### src/rtl/fir_tap_sequencer_pkg.sv
// Shared operand width, FSM state encoding and accumulator width helper
// for the time-multiplexed FIR tap sequencer.
`ifndef OPERAND_SIZE
`define OPERAND_SIZE 8
`endif

package fir_tap_sequencer_pkg;

  localparam int OPERAND_SIZE = `OPERAND_SIZE;

  typedef enum logic [1:0] {
    IDLE = 2'd0,
    MAC  = 2'd1,
    DONE = 2'd2
  } state_t;

  // Guard bits let TAPS full-scale products accumulate without overflow.
  function automatic int acc_width(input int w, input int taps);
    return 2 * w + $clog2(taps);
  endfunction

endpackage

### src/rtl/fir_tap_sequencer_booth_mult.sv
// Combinational radix-2 Booth multiplier producing the full 2W-bit
// two's-complement product.
module fir_tap_sequencer_booth_mult #(
  parameter int W = 8
) (
  input  logic signed [W-1:0]   multiplicand,
  input  logic signed [W-1:0]   multiplier,
  output logic signed [2*W-1:0] product
);

  logic signed [2*W-1:0] mcand_ext;
  logic                  prev;

  assign mcand_ext = {{W{multiplicand[W-1]}}, multiplicand};

  // Scan multiplier bit pairs, adding or subtracting the shifted multiplicand.
  always_comb begin
    product = '0;
    prev    = 1'b0;
    for (int i = 0; i < W; i++) begin
      case ({multiplier[i], prev})
        2'b01:   product = product + (mcand_ext <<< i);
        2'b10:   product = product - (mcand_ext <<< i);
        default: product = product;
      endcase
      prev = multiplier[i];
    end
  end

endmodule

### src/rtl/fir_tap_sequencer.sv
// Direct-form FIR controller sharing one multiplier across all taps:
// one MAC per cycle, TAPS cycles per output sample.
module fir_tap_sequencer
  import fir_tap_sequencer_pkg::*;
#(
  parameter int W     = OPERAND_SIZE,
  parameter int TAPS  = 3,
  parameter int ACC_W = acc_width(W, TAPS)
) (
  input  logic                      clk,
  input  logic                      rst,
  input  logic                      cfg_we,
  input  logic [$clog2(TAPS)-1:0]   cfg_addr,
  input  logic signed [W-1:0]       cfg_data,
  input  logic                      in_valid,
  output logic                      in_ready,
  input  logic signed [W-1:0]       x,
  output logic                      y_valid,
  input  logic                      y_ready,
  output logic signed [ACC_W-1:0]   y,
  output logic                      busy
);

  localparam int KW = $clog2(TAPS);

  state_t                  state;
  state_t                  next_state;
  logic signed [W-1:0]     coef [TAPS];
  logic signed [W-1:0]     d    [TAPS];
  logic signed [ACC_W-1:0] acc;
  logic signed [ACC_W-1:0] sum;
  logic signed [2*W-1:0]   prod;
  logic [KW-1:0]           k;
  logic                    accept;
  logic                    last;

  fir_tap_sequencer_booth_mult #(.W(W)) u_mult (
    .multiplicand (d[k]),
    .multiplier   (coef[k]),
    .product      (prod)
  );

  assign accept  = (state == IDLE) && in_valid && in_ready;
  assign last    = (k == KW'(TAPS - 1));
  assign sum     = acc + {{(ACC_W - 2 * W){prod[2*W-1]}}, prod};
  assign y_valid = (state == DONE);
  assign busy    = (state != IDLE);

  // State register.
  always_ff @(posedge clk or posedge rst) begin
    if (rst) begin
      state <= IDLE;
    end else begin
      state <= next_state;
    end
  end

  // Next-state decode.
  always_comb begin
    next_state = state;
    case (state)
      IDLE: begin
        if (accept) next_state = MAC;
        else        next_state = IDLE;
      end
      MAC: begin
        if (last) next_state = DONE;
        else      next_state = MAC;
      end
      DONE: begin
        if (y_ready) next_state = IDLE;
        else         next_state = DONE;
      end
      default: next_state = IDLE;
    endcase
  end

  // Coefficient file, delay line, accumulator and result register.
  always_ff @(posedge clk or posedge rst) begin
    if (rst) begin
      for (int j = 0; j < TAPS; j++) begin
        coef[j] <= '0;
        d[j]    <= '0;
      end
      acc      <= '0;
      k        <= '0;
      y        <= '0;
      in_ready <= 1'b0;
    end else begin
      in_ready <= (next_state == IDLE);
      // Writes outside IDLE are dropped so a computation sees fixed taps.
      if ((state == IDLE) && cfg_we && (int'(cfg_addr) < TAPS)) begin
        coef[cfg_addr] <= cfg_data;
      end
      if (accept) begin
        d[0] <= x;
        for (int j = 1; j < TAPS; j++) begin
          d[j] <= d[j-1];
        end
        acc <= '0;
        k   <= '0;
      end else if (state == MAC) begin
        acc <= sum;
        k   <= k + KW'(1);
        if (last) begin
          y <= sum;
        end
      end
    end
  end

endmodule

### config.mk
export PLATFORM = sky130hd
export DESIGN_NAME = fir_tap_sequencer
export DESIGN_NICKNAME = d
export VERILOG_FILES = /design/src/rtl/fir_tap_sequencer_pkg.sv /design/src/rtl/fir_tap_sequencer_booth_mult.sv /design/src/rtl/fir_tap_sequencer.sv
export SDC_FILE = /design/constraint.sdc
export NUM_CORES = 1
export LEC_CHECK = 0
export BUFFER_PORTS_ARGS = -buffer_cell sky130_fd_sc_hd__buf_2
export CORE_MARGIN = 5
export CORE_UTILIZATION = 52
export DETAILED_ROUTE_END_ITERATION = 16
export PLACE_DENSITY = 0.72
export SLEW_MARGIN = 10
export SYNTH_ARGS = -nofsm -noshare
export SYNTH_HDL_FRONTEND = slang
export SYNTH_SLANG_ARGS = --single-unit
### constraint.sdc
create_clock -name clk -period 15.3 [get_ports clk]
set_input_delay 1.53 -clock clk [delete_from_list [all_inputs] [get_ports clk]]
set_output_delay 1.53 -clock clk [all_outputs]
set_load 0.1 [all_outputs]
==> impl_results.md <==
* CTS clk-pin slew, worst paths at around 0.070 ns
* Kind of end point of the critical path: flip-flop
* Total of warnings raised by yosys at 0
* Actual transition at the worst max-transition pin at around 1.1 ns
* X dimension of the die at between 150 and 200 µm
* Startpoint Class: flip-flop
* Sink Count at 89
* Data arrival time at the worst-slack endpoint at roughly 15 ns
* Congestion Overflow GR at 0
* Die Area at approximately 24000 µm²
* Starting density of the core at 52.8%
* Crit Path Category: flip-flop to flip-flop
* EDFF count, synth at 0
* Final hold viol count at 0
* Synth Flop Type: dfrtp_1
* Busiest layer in global routing: met2
* Kind of cell with the highest combined delay on the critical path: compound AO/OA/AOI/OAI gates
* Post-Synthesis Cells at between 1000 and 1500
* Post-layout net count at ~1500
* Depth of the most critical reg-to-reg path at 62
* Average detailed-routed wire length per instance at around 17 µm
* Height of the die at ~160 µm
* Met2 Resource Use GR at just under 40%
* Path type of the worst min-delay path: flip-flop to flip-flop
* Worst reg2reg setup slack at roughly 0.86 ns
* Largest net degree at the start of global routing at just under 70
* Slew headroom at 24.0%
* Number of buffers created by CTS at 9
* Combined area of all synthesized cells at between 10000 and 15000 µm²
* Synth Area in Simple Gates at about a fifth
* Syn_area_per_cell at around 8 µm²
* Met3 routing resource usage after global routing at around 2.7%
* Dominant combinational cell family by area after synthesis: compound AO/OA/AOI/OAI gates
* Wire length of the first global-routing pass at 47700 µm
* Min cycle time layout at ~14 ns
* Via-to-Cell Ratio at approximately 6.0
* Crit Reg-Reg Endpoint: acc[17]
* Fin Hold WS at about 0.48 ns
* Number of detailed-routing iterations run before antenna repair at 7
* Worst clock skew at between 0.009 and 0.01 ns
* Reg-to-reg startpoint: k[1]
* Layout cell share with drive strength beyond 1 at between 10% and 20%
* CTS max path bufs at 2
* Antenna Nets Post-Route at 0
* Critical path's largest stage delay at between 0.6 and 0.7 ns
* Largest driver fanout on the critical path at 16
* FILL cells at roughly 1900
* Area fraction in compound gates after synthesis at approximately a quarter
* GR Util met1 at 31.8%
* Library cell contributing the largest single delay on the critical path: or4b_2
* Clock insertion delay at the later pin of the skew report at 0.35 ns
* Number of cells traversed by the worst hold path at 2
* Adder-cell share of the synthesized area at 12.4%
* Highest clock rate at 69.3 MHz
* Number of H-tree branching levels at 3
* Proportion of synthesized chip area in sequential cells at 20.1%
* Routability-driven placement congestion ratio at between 0.9 and 1
* Clk root buf: clkbuf_16
* Unique masters post-synth at 100
* Worst setup slack before clock tree synthesis at between 0.2 and 0.3 ns
* Total of flip-flops plus latches after synthesis at 89
* Ant. Diodes at 0
* Most area-consuming cells after synthesis: dfrtp_1 (20%), ha_1 (11%), xnor2_1 (8.3%)
* Max-cap violations at 0
* Capture endpoint of the worst hold path: y[3]
* Number of failing setup endpoints in the final timing report at 0
* DRC Markers at 0
* Sum of net half-perimeters after detailed placement at approximately 22000 µm
* Initial drt markers at just under 800
* Bufs and invs on worst path at 5
* Startpoint of the most critical hold path: y[3]
* Floorplan core area at around 21000 µm²
* Critical path origin: k[1]
* Via count of the first global-routing pass at 9726
* Final Worst Setup Slack at ~0.86 ns
* Boundary pin count at 44
* Share of the synthesized area in the top cell type at roughly a fifth
* Cell Rows at 53
* Period utilization at between 90 and 100%
* Syn nets at about 1500
* Cell with the most instances after synthesis: nand2_1
* Relative area change from synthesis to final layout at 7.49%
* Multiplexer area fraction after synthesis at 7.73%
* Xor/xnor cell area share of the yosys netlist at a little over a tenth
* Async S/R FF share, synth at 100%
* Detailed Route WL at roughly 29000 µm
* Number of port buffers at between 40 and 50
* Required arrival time at the worst endpoint at around 16 ns
* Top cell types by occurrence after synthesis: nand2_1 (184), xnor2_1 (105), o21ai_0 (103)
* Top cell type by total area after synthesis: dfrtp_1
* Antenna violations before repair at 0
* CTS tree: yes
* Status: completed
* Total via count in the routed design at 10100
* Max Slew Vio Count at 0
* Total GRT Usage at 23.4%
==> kinds of logic after synthesis <==
kind of cell               after synthesis
AOI/OAI and AO/OA                      381
xor gates and xnor gates               131
adders and majority gates              105
buffers and inverters                  142
DFF                                     89
muxes                                   79
and+or+nand+nor                        467
==> registers in the layout, summed over array words and instances (netlist names) <==
signal / count
coef: 24
d: 24
acc: 18
y: 18
k: 2
state: 2
in_ready: 1
==> per-stage QoR <==
| step | setup TNS [ns] | utilization [%] | std cells | instance area (µm²) |
|---|---|---|---|---|
| after floorplan | 0 | - | 1394 | 11100 |
| after global placement | 0 | 54.6 | 1660 | 11500 |
| final | 0 | 56.7 | 1687 | 11900 |
| after CTS | 0 | 56.0 | 1676 | 11800 |
| after detailed placement | 0 | 54.6 | 1660 | 11500 |
| after global routing | -0.0703 | 56.7 | 1687 | 11900 |
==> placed cells by master, fill, tap and decap left out, types with 10 or more instances in the layout <==
cell        n
o21a_1     22
a21o_1     39
a31oi_1    13
o21bai_1   11
nand4_1    13
o31ai_1    11
nand2_1   184
nor3_1     27
ha_1       93
inv_1      65
xnor2_1   105
a21oi_1    81
mux2i_1    35
nand3_1    54
and2_1     10
dfrtp_1    88
buf_2      43
buf_4      27
xor2_1     22
mux2_2     40
and3_1     15
nand2b_1   15
nor2_1     97
o21ai_0   102
==> worst register-to-register path: cells and delay by family, from the launching register on <==
kind	cells	cell delay, ns
compound gates	23	5.06
simple gates	15	3.52
fa+ha+maj	8	2.56
xor+xnor	9	1.48
mux	2	0.60
flops	1	0.58
buf+inv	5	0.54
==> final cells by class <==
cell class	count	area [µm²]	share of cell area, %
Multi-Input combinational cell	1163	8350	70.1
Sequential cell	89	2230	18.7
Timing Repair Buffer	70	418	3.51
Tap cell	275	344	2.89
Inverter	74	279	2.34
Clock buffer	11	253	2.12
Clock inverter	5	42.5	0.357
==> worst max-delay path by stage <==
stage                    to  slack (ns)  depth (start not counted)
floorplan           acc[17]        2.03                         68
detailed placement    y[17]        0.27                         62
global placement      y[17]        0.77                         64
global route        acc[17]       -0.05                         61
finish              acc[17]        0.86                         62
CTS                   y[17]        0.16                         62
==> what timing repair did <==
action / CTS / global route
gates resized for setup: 0 / 14
hold buffers: 0 / 0
setup endpoints to repair: 0 / 6
setup buffers: 0 / 11
==> layer usage <==
metal,wire length [µm],vias up
met3,1300,46
met5,0,-
met2,13900,240
met4,554,0
li1,-,5029
met1,13400,4834
Power is left out: the tool's default activity adds up to more than one toggle a clock period on the data nets, which glitch-free logic cannot reach.
